**config.mk**
```make
export PLATFORM = sky130hd
export DESIGN_NAME = program_sequencer_flat
export DESIGN_NICKNAME = d
export VERILOG_FILES = /design/src/rtl/seq_pkg.sv /design/src/rtl/program_sequencer_if.sv /design/src/rtl/seq_imem.sv /design/src/rtl/program_sequencer.sv /design/src/flat_wrapper.sv
export SDC_FILE = /design/constraint.sdc
export NUM_CORES = 1
export LEC_CHECK = 0
export BUFFER_PORTS_ARGS = -buffer_cell sky130_fd_sc_hd__buf_2
export CAP_MARGIN = 30
export CORE_AREA = 3 3 109 111
export CTS_CLUSTER_DIAMETER = 40
export DETAILED_ROUTE_END_ITERATION = 6
export DIE_AREA = 0 0 112 114
export PLACE_DENSITY = 0.79
export SLEW_MARGIN = 10
export SYNTH_ARGS = -nofsm -noshare
export SYNTH_HDL_FRONTEND = slang
export SYNTH_HIERARCHICAL = 1
export SYNTH_SLANG_ARGS = --single-unit
export TNS_END_PERCENT = 1
```
**constraint.sdc**
```tcl
create_clock -name clock -period 2.45 [get_ports clock]
set_input_delay 0.245 -clock clock [delete_from_list [all_inputs] [get_ports clock]]
set_output_delay 0.245 -clock clock [all_outputs]
set_load 0.01 [all_outputs]
```
**src/rtl/seq_pkg.sv**
```systemverilog
// -----------------------------------------------------------------------------
// seq_pkg
// Shared definitions for the program sequencer:
//   - opcode encodings (3-bit field at the top of every instruction word)
//   - sequencer state encoding (2 bits)
//   - reset image of the instruction memory (8-bit reference words)
// No ports; imported by seq_imem and program_sequencer.
// -----------------------------------------------------------------------------
package seq_pkg;

  localparam logic [2:0] OP_ADD = 3'b000;
  localparam logic [2:0] OP_SUB = 3'b001;
  localparam logic [2:0] OP_MUL = 3'b010;
  localparam logic [2:0] OP_NOP = 3'b011;
  localparam logic [2:0] OP_RSV = 3'b100;
  localparam logic [2:0] OP_JZ  = 3'b101;
  localparam logic [2:0] OP_JMP = 3'b110;
  localparam logic [2:0] OP_HLT = 3'b111;

  typedef enum logic [1:0] {
    ST_IDLE = 2'd0,
    ST_RUN  = 2'd1,
    ST_HALT = 2'd2
  } seq_state_t;

  // Reset image in 8-bit form: {opcode[2:0], operand[4:0]}.
  localparam logic [7:0] IMG_ADD3 = 8'h03;
  localparam logic [7:0] IMG_SUB2 = 8'h22;
  localparam logic [7:0] IMG_MUL5 = 8'h45;
  localparam logic [7:0] IMG_JMP0 = 8'hC0;
  localparam logic [7:0] IMG_NOP  = 8'h60;

  function automatic logic [7:0] reset_word(int unsigned idx);
    case (idx)
      0:       return IMG_ADD3;
      1:       return IMG_SUB2;
      2:       return IMG_MUL5;
      3:       return IMG_JMP0;
      default: return IMG_NOP;
    endcase
  endfunction

endpackage

```
**src/rtl/program_sequencer_if.sv**
```systemverilog
// -----------------------------------------------------------------------------
// program_sequencer_if
// Bundles the control/load inputs and fetch outputs of the program sequencer.
//   master: top level / bench side (drives ena, start, load_*, zero_flag)
//   slave : sequencer side (drives instr_out, instr_valid, pc_out, busy, halted)
// -----------------------------------------------------------------------------
interface program_sequencer_if #(
  parameter int INSTR_W = 8,
  parameter int ADDR_W  = 4
);
  logic               ena;
  logic               start;
  logic               load_en;
  logic [ADDR_W-1:0]  load_addr;
  logic [INSTR_W-1:0] load_data;
  logic               zero_flag;
  logic [INSTR_W-1:0] instr_out;
  logic               instr_valid;
  logic [ADDR_W-1:0]  pc_out;
  logic               busy;
  logic               halted;

  modport master (
    output ena, start, load_en, load_addr, load_data, zero_flag,
    input  instr_out, instr_valid, pc_out, busy, halted
  );

  modport slave (
    input  ena, start, load_en, load_addr, load_data, zero_flag,
    output instr_out, instr_valid, pc_out, busy, halted
  );
endinterface

```
**src/rtl/seq_imem.sv**
```systemverilog
// -----------------------------------------------------------------------------
// seq_imem
// DEPTH x INSTR_W flop-array instruction memory.
//   clock, reset_n : clock / async active-low reset (reloads the reset image)
//   we, waddr, wdata : synchronous write port (addresses >= DEPTH are dropped)
//   raddr, rdata     : combinational read port (addresses >= DEPTH read NOP)
// -----------------------------------------------------------------------------
module seq_imem
  import seq_pkg::*;
#(
  parameter int INSTR_W = 8,
  parameter int ADDR_W  = 4,
  parameter int DEPTH   = 16
) (
  input  logic               clock,
  input  logic               reset_n,
  input  logic               we,
  input  logic [ADDR_W-1:0]  waddr,
  input  logic [INSTR_W-1:0] wdata,
  input  logic [ADDR_W-1:0]  raddr,
  output logic [INSTR_W-1:0] rdata
);

  localparam int OPND_W = INSTR_W - 3;

  // Re-pack an 8-bit reference word so the opcode stays in the top 3 bits.
  function automatic logic [INSTR_W-1:0] widen(logic [7:0] w);
    return {w[7:5], OPND_W'(w[4:0])};
  endfunction

  logic [INSTR_W-1:0] mem [DEPTH];

  for (genvar g = 0; g < DEPTH; g++) begin : g_word
    always_ff @(posedge clock or negedge reset_n) begin
      if (!reset_n) begin
        mem[g] <= widen(reset_word(g));
      end else if (we && (waddr == ADDR_W'(g))) begin
        mem[g] <= wdata;
      end
    end
  end

  assign rdata = (32'(raddr) < DEPTH) ? mem[raddr] : widen(IMG_NOP);

endmodule

```
**src/rtl/program_sequencer.sv**
```systemverilog
// -----------------------------------------------------------------------------
// program_sequencer
// Writable instruction memory plus PC with jump / conditional branch / halt.
// Fetches one word per enabled RUN cycle; data ops (opcodes 000..100) are
// forwarded on instr_out with a one-cycle instr_valid strobe, control ops
// (JZ, JMP, HLT) are consumed here.
//   clock, reset_n : clock / async active-low reset
//   bus (slave)    : ena, start, load_en/addr/data, zero_flag in;
//                    instr_out, instr_valid, pc_out, busy, halted out
// -----------------------------------------------------------------------------
module program_sequencer
  import seq_pkg::*;
#(
  parameter int INSTR_W   = 8,
  parameter int ADDR_W    = 4,
  parameter int DEPTH     = 16,
  parameter int LAST_ADDR = DEPTH - 1
) (
  input  logic                clock,
  input  logic                reset_n,
  program_sequencer_if.slave  bus
);

  localparam logic [ADDR_W-1:0] LAST = ADDR_W'(LAST_ADDR);

  seq_state_t         state;
  logic [ADDR_W-1:0]  pc;
  logic [INSTR_W-1:0] instr_p1;
  logic               vld_p1;
  logic               busy_q;
  logic               halted_q;

  logic [INSTR_W-1:0] word_p0;
  logic [2:0]         opcode_p0;
  logic [ADDR_W-1:0]  target_p0;
  logic [ADDR_W-1:0]  pc_next_p0;
  logic               mem_we;
  logic               unused_opnd;

  // Loads only land while the program is not executing.
  assign mem_we = bus.load_en && (state != ST_RUN);

  seq_imem #(
    .INSTR_W (INSTR_W),
    .ADDR_W  (ADDR_W),
    .DEPTH   (DEPTH)
  ) u_imem (
    .clock   (clock),
    .reset_n (reset_n),
    .we      (mem_we),
    .waddr   (bus.load_addr),
    .wdata   (bus.load_data),
    .raddr   (pc),
    .rdata   (word_p0)
  );

  // Fetch stage (p0): decode the word at pc combinationally.
  assign opcode_p0  = word_p0[INSTR_W-1 -: 3];
  // Targets use only the low ADDR_W operand bits, so jumps wrap modulo 2**ADDR_W.
  assign target_p0  = word_p0[ADDR_W-1:0];
  assign pc_next_p0 = (pc == LAST) ? '0 : pc + 1'b1;
  assign unused_opnd = ^word_p0[INSTR_W-4:ADDR_W];

  // Issue stage (p1): FSM, PC and registered outputs.
  always_ff @(posedge clock or negedge reset_n) begin
    if (!reset_n) begin
      state    <= ST_IDLE;
      pc       <= '0;
      instr_p1 <= '0;
      vld_p1   <= 1'b0;
      busy_q   <= 1'b0;
      halted_q <= 1'b0;
    end else begin
      vld_p1 <= 1'b0;
      case (state)
        ST_IDLE, ST_HALT: begin
          if (bus.start) begin
            state    <= ST_RUN;
            pc       <= '0;
            busy_q   <= 1'b1;
            halted_q <= 1'b0;
          end
        end
        ST_RUN: begin
          if (bus.ena) begin
            case (opcode_p0)
              OP_JMP: pc <= target_p0;
              OP_JZ:  pc <= bus.zero_flag ? target_p0 : pc_next_p0;
              OP_HLT: begin
                state    <= ST_HALT;
                busy_q   <= 1'b0;
                halted_q <= 1'b1;
              end
              default: begin
                instr_p1 <= word_p0;
                vld_p1   <= 1'b1;
                pc       <= pc_next_p0;
              end
            endcase
          end
        end
        default: begin
          state    <= ST_IDLE;
          busy_q   <= 1'b0;
          halted_q <= 1'b0;
        end
      endcase
    end
  end

  assign bus.instr_out   = instr_p1;
  assign bus.instr_valid = vld_p1;
  assign bus.pc_out      = pc;
  assign bus.busy        = busy_q;
  assign bus.halted      = halted_q;

endmodule

```
**src/flat_wrapper.sv**
```systemverilog
// flat-port wrapper written by rule: the top's interface ports become plain ports
module program_sequencer_flat import seq_pkg::*;
#(
  parameter int INSTR_W   = 8,
  parameter int ADDR_W    = 4,
  parameter int DEPTH     = 16,
  parameter int LAST_ADDR = DEPTH - 1
)
  (clock, reset_n, bus_ena, bus_start, bus_load_en, bus_load_addr, bus_load_data, bus_zero_flag, bus_instr_out, bus_instr_valid, bus_pc_out, bus_busy, bus_halted);
  program_sequencer_if #(.INSTR_W(INSTR_W), .ADDR_W(ADDR_W)) bus_i ();
  input  logic clock;
  input  logic reset_n;
  input wire logic [$bits(bus_i.ena)-1:0] bus_ena;
  input wire logic [$bits(bus_i.start)-1:0] bus_start;
  input wire logic [$bits(bus_i.load_en)-1:0] bus_load_en;
  input wire logic [$bits(bus_i.load_addr)-1:0] bus_load_addr;
  input wire logic [$bits(bus_i.load_data)-1:0] bus_load_data;
  input wire logic [$bits(bus_i.zero_flag)-1:0] bus_zero_flag;
  output wire logic [$bits(bus_i.instr_out)-1:0] bus_instr_out;
  output wire logic [$bits(bus_i.instr_valid)-1:0] bus_instr_valid;
  output wire logic [$bits(bus_i.pc_out)-1:0] bus_pc_out;
  output wire logic [$bits(bus_i.busy)-1:0] bus_busy;
  output wire logic [$bits(bus_i.halted)-1:0] bus_halted;
  assign bus_i.ena = bus_ena;
  assign bus_i.start = bus_start;
  assign bus_i.load_en = bus_load_en;
  assign bus_i.load_addr = bus_load_addr;
  assign bus_i.load_data = bus_load_data;
  assign bus_i.zero_flag = bus_zero_flag;
  assign bus_instr_out = bus_i.instr_out;
  assign bus_instr_valid = bus_i.instr_valid;
  assign bus_pc_out = bus_i.pc_out;
  assign bus_busy = bus_i.busy;
  assign bus_halted = bus_i.halted;
  program_sequencer #(.INSTR_W(INSTR_W), .ADDR_W(ADDR_W), .DEPTH(DEPTH), .LAST_ADDR(LAST_ADDR)) u_core (.clock(clock), .reset_n(reset_n), .bus(bus_i));
endmodule
```
==> flow_results.org, run 1 <==
** Die
- The floorplan step set the die height to 114 µm.
- Effective utilization at floorplan :: 0.618
- Area of the core :: 0.0109 mm²
- In this run the count of I/O pins placed on the die edge is 33.
- The die covers 0.0128 mm².
- Horizontal extent of the die :: 112 µm
- In this run the core area contains 38 standard-cell rows.

** Routing
- Post-DR vias/cell :: 6.34
- Routed Wire Length :: 14,900 µm
- Remaining antenna violation count after routing :: 0
- Dividing the detail-routed wire length by the instance count gives 23.0 µm.
- The detailed router placed 4,107 vias in this run.
- After detailed routing, the number of remaining DRC violations is 0.
- DR pass1 iterations :: 4
- Detailed Route Iter0 Violations :: 346

** Layout
- Fraction of final layout cells with drive strength greater than 1 :: 0.567
- From synthesis to final layout, the design area changed by 15.1%.
- Leaving out fill and tap cells, the most frequent cells in the layout are sky130_fd_sc_hd__mux2_2, sky130_fd_sc_hd__dfrtp_1, sky130_fd_sc_hd__dfstp_2.
- Registers take 0.00365 mm².
- Summing all multi-input logic gate instances after layout gives 0.00296 mm².
- # nets final :: 514
- After filler insertion, the fill cell instance count of the layout stands at 684.
- Leaving out fill and tap cells, the most frequent cell in the layout is sky130_fd_sc_hd__mux2_2.
- The repair_antennas step left the layout with diodes totalling 0.

** STA
- Headroom to the max-slew limit :: 0.424
- Slew at the pin with the worst max-slew slack :: 0.862 ns
- Setup violations remaining at the end of the flow were counted as 0.
- In the finished design, the share of the clock period the worst path needs comes to 0.980.
- On the final layout, the worst clock skew is 0.00759 ns.
- Tmin final :: 2.40 ns
- Final hold viol count :: 0
- Worst hold slack after final layout :: 0.0281 ns
- Final count of pins violating max slew :: 0
- Setup repair after global routing could not meet its margin everywhere.
- Maximum operating frequency :: 417 MHz
- Worst Setup Slack, final :: 0.0498 ns

** Critical path
- Crit path launch :: u_core/bus.pc_out[0]$_DFFE_PN0P_
- The critical path ends at u_core/bus.pc_out[1]$_DFFE_PN0P_.
- The worst setup path is launched from a flop.
- Along the worst path, the maximum fanout reaches 9.
- The endpoint identified for the worst register-to-register timing path is u_core/bus.pc_out[1]$_DFFE_PN0P_.
- STA classifies the critical path endpoint as a flop.
- Setup slack, reg-to-reg :: 0.05 ns
- The worst setup path is of the flop to flop kind.
- Arrival time worst endpoint :: 2.81 ns
- CP Data Required Time :: 2.86 ns
- R2R Path Start :: u_core/bus.pc_out[0]$_DFFE_PN0P_
- Number of cell instances on the worst register-to-register path :: 8

** Power
- Share of total power in sequential cells :: 0.411
- The share of total power dissipated in combinational logic is 0.272.
- Switching Share :: 0.289
- The internal power of the cells totals 5.38 mW.
- Overall power after layout :: 7.57 mW
- VDD sags by at most 971 µV.
- Summed over all cells, the static leakage comes to 3.68 nW.
- Power per cell area :: 978 mW/mm²
- In this run the power spent charging and discharging nets is 2.19 mW.
- Part of the power in the clock network :: 0.317

** Clock network
- Counting the buffers created by CTS gives 17.
- Clock Tree Buf Depth :: 2
- Buffers inserted by post-CTS timing repair :: 0
- The tree is rooted in a sky130_fd_sc_hd__clkbuf_8.
- For the worst-skew pair, the clock arrives at the later sink with an insertion delay of 0.53 ns.
- Clock tree synthesis found a total of 144 sinks.
- Clock tree from TritonCTS :: done
- The clock tree synthesis step divided the H-tree into 4 levels.
- After clock tree synthesis, the clock-pin slew on the worst setup and hold paths is 0.06 ns.

** Placed design
- The congestion estimate from routability-driven global placement came to 0.893.
- In this run the tool buffered the top-level ports with 32 buffer cells.
- Worst setup slack after placement :: 0.0409 ns
- Detailed placement ended at an HPWL of 9560 µm.

** Outcome
- The flow ran to the end, and the final reports show no timing, DRC or antenna violations.

** Global route
- For this run the aggregate overflow at the end of global routing stands at 0.
- Antenna violations before repair :: 0
- First-pass GRT wire length :: 24,200 µm
- Global-route usage over all layers :: 0.253
- Entering global routing, the biggest net connects 57 pins.
- Via count of the first global-routing pass :: 4,422

** Logic synthesis
- Synthesis produced a netlist whose cell count is 444.
- Total of flip-flops plus latches after synthesis :: 144
- Yosys mapped a number of flops with a built-in enable equal to 0.
- Netlist Area Pre-Place :: 0.00672 mm²
- The share of the Yosys chip area taken by registers is 0.542.
- Counting flops with an async set or reset pin after synthesis yields a share of 1.00.
- Synth unique cells :: 44
- Synthesis produced a netlist with a net count of 463.
- For this run, the number of Yosys warnings is 6.
- Each instance of the synthesized netlist takes up on average 15.1 µm².
- Among all flip-flop cells after synthesis, the most frequent one is sky130_fd_sc_hd__dfrtp_1.

** Run
- Max Cap Violations :: 0

** Hold path
- The worst hold path belongs to the class primary input to flop.
## logic make-up after synthesis
logic type | after synthesis | share of synthesized area
buf+inv | 26 | 0.0229
simple gates | 83 | 0.0698
compound gates | 28 | 0.0307
fa+ha+maj | 1 | 0.00186
mux | 162 | 0.333
flops | 144 | 0.542
## worst min-delay path by stage
stage,cells past startpoint,end,from,slack (ns)
2_1_floorplan,0,u_core/bus.busy$_DFFE_PN0P_,reset_n,-0.05
3_3_place_gp,1,u_core/u_imem/mem[98]$_DFFE_PN0P_,reset_n,0.22
3_5_place_dp,1,u_core/u_imem/mem[114]$_DFFE_PN0P_,reset_n,0.23
4_1_cts,3,u_core/bus.busy$_DFFE_PN0P_,bus_start,0.02
5_1_grt,3,u_core/bus.busy$_DFFE_PN0P_,bus_start,0.04
6_report,3,u_core/bus.busy$_DFFE_PN0P_,bus_start,0.03
## critical path: stages (launching register included)
cell and delay (ns):
sky130_fd_sc_hd__dfrtp_2 0.39, sky130_fd_sc_hd__buf_6 0.18, sky130_fd_sc_hd__mux4_1 0.56, sky130_fd_sc_hd__a22oi_1 0.22
sky130_fd_sc_hd__nand2_2 0.15, sky130_fd_sc_hd__nand4b_1 0.28, sky130_fd_sc_hd__o21ai_4 0.16, sky130_fd_sc_hd__mux2i_1 0.25
sky130_fd_sc_hd__o21ai_1 0.09
## power groups by stage
stage	clock (mW)	combinational (mW)	sequential (mW)
after floorplan	0	1.34	3.15
after global placement	0	1.91	3.11
after detailed placement	0	1.97	3.14
after CTS	2.42	2.00	3.11
after global routing	2.54	2.20	3.17
final	2.40	2.06	3.11
## per-stage QoR
stage / cell area [µm²] / instances / utilization / TNS (ns)
4_1_cts: 7690 / 648 / 0.707 / 0
2_1_floorplan: 6720 / 444 / - / 0
6_report: 7740 / 648 / 0.711 / 0
5_1_grt: 7740 / 648 / 0.711 / -0.0288
3_5_place_dp: 7130 / 615 / 0.655 / 0
3_3_place_gp: 7130 / 615 / 0.655 / 0
## routing by layer
layer | up-vias | global-route usage | wire (µm)
li1 | 1772 | - | -
met1 | 2178 | 0.333 | 6320
met2 | 136 | 0.416 | 7400
met3 | 21 | 0.0578 | 933
met4 | 0 | 0.0946 | 252
met5 | - | 0 | 0
## area by class of cell
cell class              count  area share
flip-flops and latches    144       0.471
multi-input cells         274       0.383
clock buffers              26      0.0644
repair buffers             56      0.0505
well taps                 140      0.0226
clock inverters             6     0.00712
inverters                   2    0.000970
## repair_timing
item | in CTS | in global routing
hold buffers | 1 | 0
gates resized for setup | 0 | 10
endpoints found under the hold margin | 45 | 0
endpoints found under the setup margin | 0 | 12
## synthesized netlist by cell type (all sizes together) (3+ instances only)
| cell type | n | area share |
|---|---|---|
| nand3b | 3 | 0.0052 |
| nor2 | 12 | 0.010 |
| dfrtp | 111 | 0.41 |
| a22oi | 16 | 0.018 |
| nand2 | 35 | 0.020 |
| nand3 | 10 | 0.011 |
| mux2 | 128 | 0.21 |
| clkbuf | 8 | 0.0045 |
| mux4 | 32 | 0.12 |
| o21ai | 5 | 0.0043 |
| nor2b | 4 | 0.0037 |
| dfstp | 33 | 0.13 |
| buf | 13 | 0.013 |
| clkdlybuf4s25 | 3 | 0.0045 |
| nand2b | 10 | 0.0093 |
## registers in the layout (all words and copies together), names as in the netlist
| signal | count |
|---|---|
| u_core/bus.instr_out | 8 |
| u_core/state | 2 |
| u_core/bus.pc_out | 4 |
| u_core/bus.busy | 1 |
| u_core/u_imem/mem | 128 |
| u_core/bus.instr_valid | 1 |
(Power assumes the default switching activity.)
==> run 2, diff against run 1 <==
CORE_AREA = 8 8 114 116   (was 3 3 109 111)
DIE_AREA = 0 0 122 124   (was 0 0 112 114)
==> run 2 against run 1 <==
  * Largest power group unchanged
  * Clock power grew 2%
  * Clock skew grew 0.0013 ns
  * Register-to-register slack lost 0.04 ns
  * Worst setup slack lost 0.039 ns
  * Critical path type unchanged
  * Flip-flop and latch count is the same
  * Sequential power is essentially flat
  * Combinational power grew 9%
  * Critical endpoint unchanged
==> flow_results.org, run 2 (same netlist as run 1, synthesis figures left out) <==
** STA
- The maximum operating frequency is 410 MHz (-1.6%).
- The final cycle utilization of the critical path is 0.996 (+0.0158).
- The worst-case headroom to the max-slew limit is 0.628 (+0.204).
- Final count of pins violating max slew :: 0 (unchanged)
- The final number of setup-violating endpoints came to 0 (unchanged).
- The time the worst path needs with I/O delays and setup is 2.44 ns (+0.0388 ns).
- The measured slew at the worst slew-check pin was 0.558 ns (-0.305 ns).
- The clock tree skew after final layout came to 0.00886 ns (+0.00127 ns).
- The total count of hold-check failures in the final report is 0 (unchanged).

** Critical path
- The critical path in this run is classified as flop to flop.
- R2R Path Start :: u_core/bus.pc_out[0]$_DFFE_PN0P_
- STA classifies the critical path endpoint as a flop.
- Setup crit start kind :: flop
- CP Data Required Time :: 2.74 ns (-0.12 ns)
- The worst path arrival time came to 2.73 ns (-0.08 ns).
- In this run the worst setup path begins at u_core/bus.pc_out[0]$_DFFE_PN0P_.
- Highest fanout seen on the critical path :: 8 (-1)

** Die
- The I/O pin count was 33 (unchanged).
- Area of the core :: 0.0112 mm² (+2.6%)
- The width of the die is 122 µm (+8.9%).
- Site row count :: 39 (+2.6%)
- Effective utilization at floorplan :: 0.602 (-0.0158)
- The vertical extent of the die was 124 µm (+8.8%).
- Die area :: 0.0151 mm² (+18%)

** Clock network
- Worst skew pair latency :: 0.42 ns (-0.11 ns)
- Number of buffers created by CTS :: 17 (unchanged)
- The TritonCTS sink count is 144 (unchanged).
- Clock-pin slew of the registers on the worst-case setup and hold paths :: 0.06 ns (about the same)
- Clock tree from TritonCTS :: done
- The maximum number of buffers from clock root to sink was 2 (unchanged).
- Clock tree root driver cell :: sky130_fd_sc_hd__clkbuf_16
- H-tree level count :: 4 (unchanged)

** Global route
- Global-route usage over all layers :: 0.220 (-0.0323)
- Total global routing overflow :: 0 (unchanged)
- First-pass GRT wire length :: 24,500 µm (+1.1%)
- The maximum number of pins on one net before global-route repair was 55 (-3.5%).
- Via count of the first global-routing pass :: 4,376 (-1.0%)
- Antenna violations before repair :: 0 (unchanged)

** Layout
- From synthesis to final layout, the design area changed by 16.6%.
- # nets final :: 523 (+1.8%)
- # diodes :: 0 (unchanged)
- Largest reg by FF count :: u_core/u_imem/mem
- Most frequent standard cell in the layout excluding fill and tap cells :: sky130_fd_sc_hd__mux2_2
- The top cell types in the final layout, fill and taps aside, are sky130_fd_sc_hd__mux2_2, sky130_fd_sc_hd__dfrtp_1, sky130_fd_sc_hd__dfstp_2.
- The area of all sequential standard cells came to 0.00365 mm² (unchanged).
- Final core area utilization :: 0.702 (-0.00892)
- The filler cell count in the final layout was 702 (+2.6%).
- Multi-input logic area :: 0.00297 mm² (+0.25%)
- Max reg flops :: 128 (unchanged)
- Fraction of final layout cells with drive strength greater than 1 :: 0.574 (+0.00754)

** Placed design
- Final GP Congestion :: 0.839 (-6.1%)
- The placed wire-length estimate after detailed placement came to 10,200 µm (+6.3%).
- The number of port buffers was 32 (unchanged).

** Hold path
- Worst hold path class :: primary input to flop
- In this run the most critical hold path is launched from bus_start.

** Outcome
- The flow ran to the end, and the final reports show no timing, DRC or antenna violations.

** Power
- The overall power came to 7.82 mW (+3.3%).
- The ratio of total power to cell area came to 997 mW/mm² (+1.9%).
- Worst ir drop on vdd :: 770 µV (-21%)
- Static leakage :: 3.73 nW (+1.5%)

** Routing
- The total vias in the final route is 4,143 (+0.88%).
- The routed via count divided by cell count came to 6.28 (-0.96%).
- Average wire length per cell after detail routing :: 23.8 µm (+3.2%)
- Remaining antenna violation count after routing :: 0 (unchanged)
- The DRC violation total after the first TritonRoute iteration came to 437 (+26%).
- Routed Wire Length :: 15,700 µm (+5.2%)
- The final routed DRC violation total was 0 (unchanged).
- The number of iterations in the first detailed-routing pass is 5 (+1).

** Run
- Max Cap Violations :: 0 (unchanged)
-- run 2: cell count changes in the layout (fill, tap and decap cells not counted), moves of 2 or more --
cell / change
sky130_fd_sc_hd__buf_4: +9
sky130_fd_sc_hd__clkbuf_16: +3
sky130_fd_sc_hd__clkbuf_8: -3
sky130_fd_sc_hd__clkbuf_1: +2
-- run 2: critical path: stages (launching register included) --
cell                        delay [ns]
sky130_fd_sc_hd__dfrtp_2          0.43
sky130_fd_sc_hd__buf_4            0.15
sky130_fd_sc_hd__clkbuf_16        0.14
sky130_fd_sc_hd__buf_4            0.20
sky130_fd_sc_hd__mux4_1           0.59
sky130_fd_sc_hd__a22oi_1          0.27
sky130_fd_sc_hd__nand2_1          0.20
sky130_fd_sc_hd__mux2i_1          0.21
sky130_fd_sc_hd__o21ai_1          0.10
-- run 2: cell type report --
cell class | count | share of cell area
Tap cell | 143 | 0.0228
Clock buffer | 27 | 0.0656
Inverter | 2 | 0.000958
Clock inverter | 5 | 0.00638
Sequential cell | 144 | 0.465
Timing Repair Buffer | 65 | 0.0602
Multi-Input combinational cell | 274 | 0.379
-- run 2: worst paths after layout --
path                                                             to  depth (start not counted)  slack, ns
worst max-delay path               u_core/bus.pc_out[1]$_DFFE_PN0P_                          8       0.01
worst min-delay path                    u_core/state[1]$_DFFE_PN0P_                          3       0.15
worst max register to register     u_core/bus.pc_out[1]$_DFFE_PN0P_                          8       0.01
worst min register to register  u_core/bus.instr_out[6]$_DFFE_PN0P_                          2       0.48
max in group asynchronous         u_core/u_imem/mem[38]$_DFFE_PN1P_                          3       1.31
min in group asynchronous        u_core/u_imem/mem[107]$_DFFE_PN0P_                          2       0.34
-- run 2: what timing repair did --
action	CTS	global route
hold buffers	1	0
setup buffers	0	6
endpoints found under the hold margin	38	0
setup endpoints to repair	1	12
resized for setup	1	10
cloned	0	1
pin swaps	0	1
-- run 2: report_power, final --
group / leakage [nW] / internal, mW / switching (mW) / total, mW
registers: 1.84 / 2.89 / 0.249 / 3.13
clock network: 0.280 / 1.53 / 0.910 / 2.44
logic: 1.62 / 1.15 / 1.09 / 2.24
total: 3.73 / 5.57 / 2.25 / 7.82
-- run 2: layer usage --
metal  track usage  vias up  routed length, µm
met5             0        -                  0
met4        0.0864        0                550
met3        0.0662       36               1220
met2         0.361      163               7670
met1         0.270     2167               6230
li1              -     1777                  -
-- run 2: through the flow --
step / hold slack [ns] / setup slack, ns / TNS, ns / cells / area, µm²
CTS: 0.139 / 0.0275 / 0 / 653 / 7730
floorplan: -0.0506 / 0.128 / 0 / 444 / 6720
global route: 0.169 / -0.0596 / -0.250 / 660 / 7840
finish: 0.152 / 0.0110 / 0 / 660 / 7840
global placement: 0.211 / 0.0805 / 0 / 620 / 7150
detailed placement: 0.225 / 0.0518 / 0 / 620 / 7150
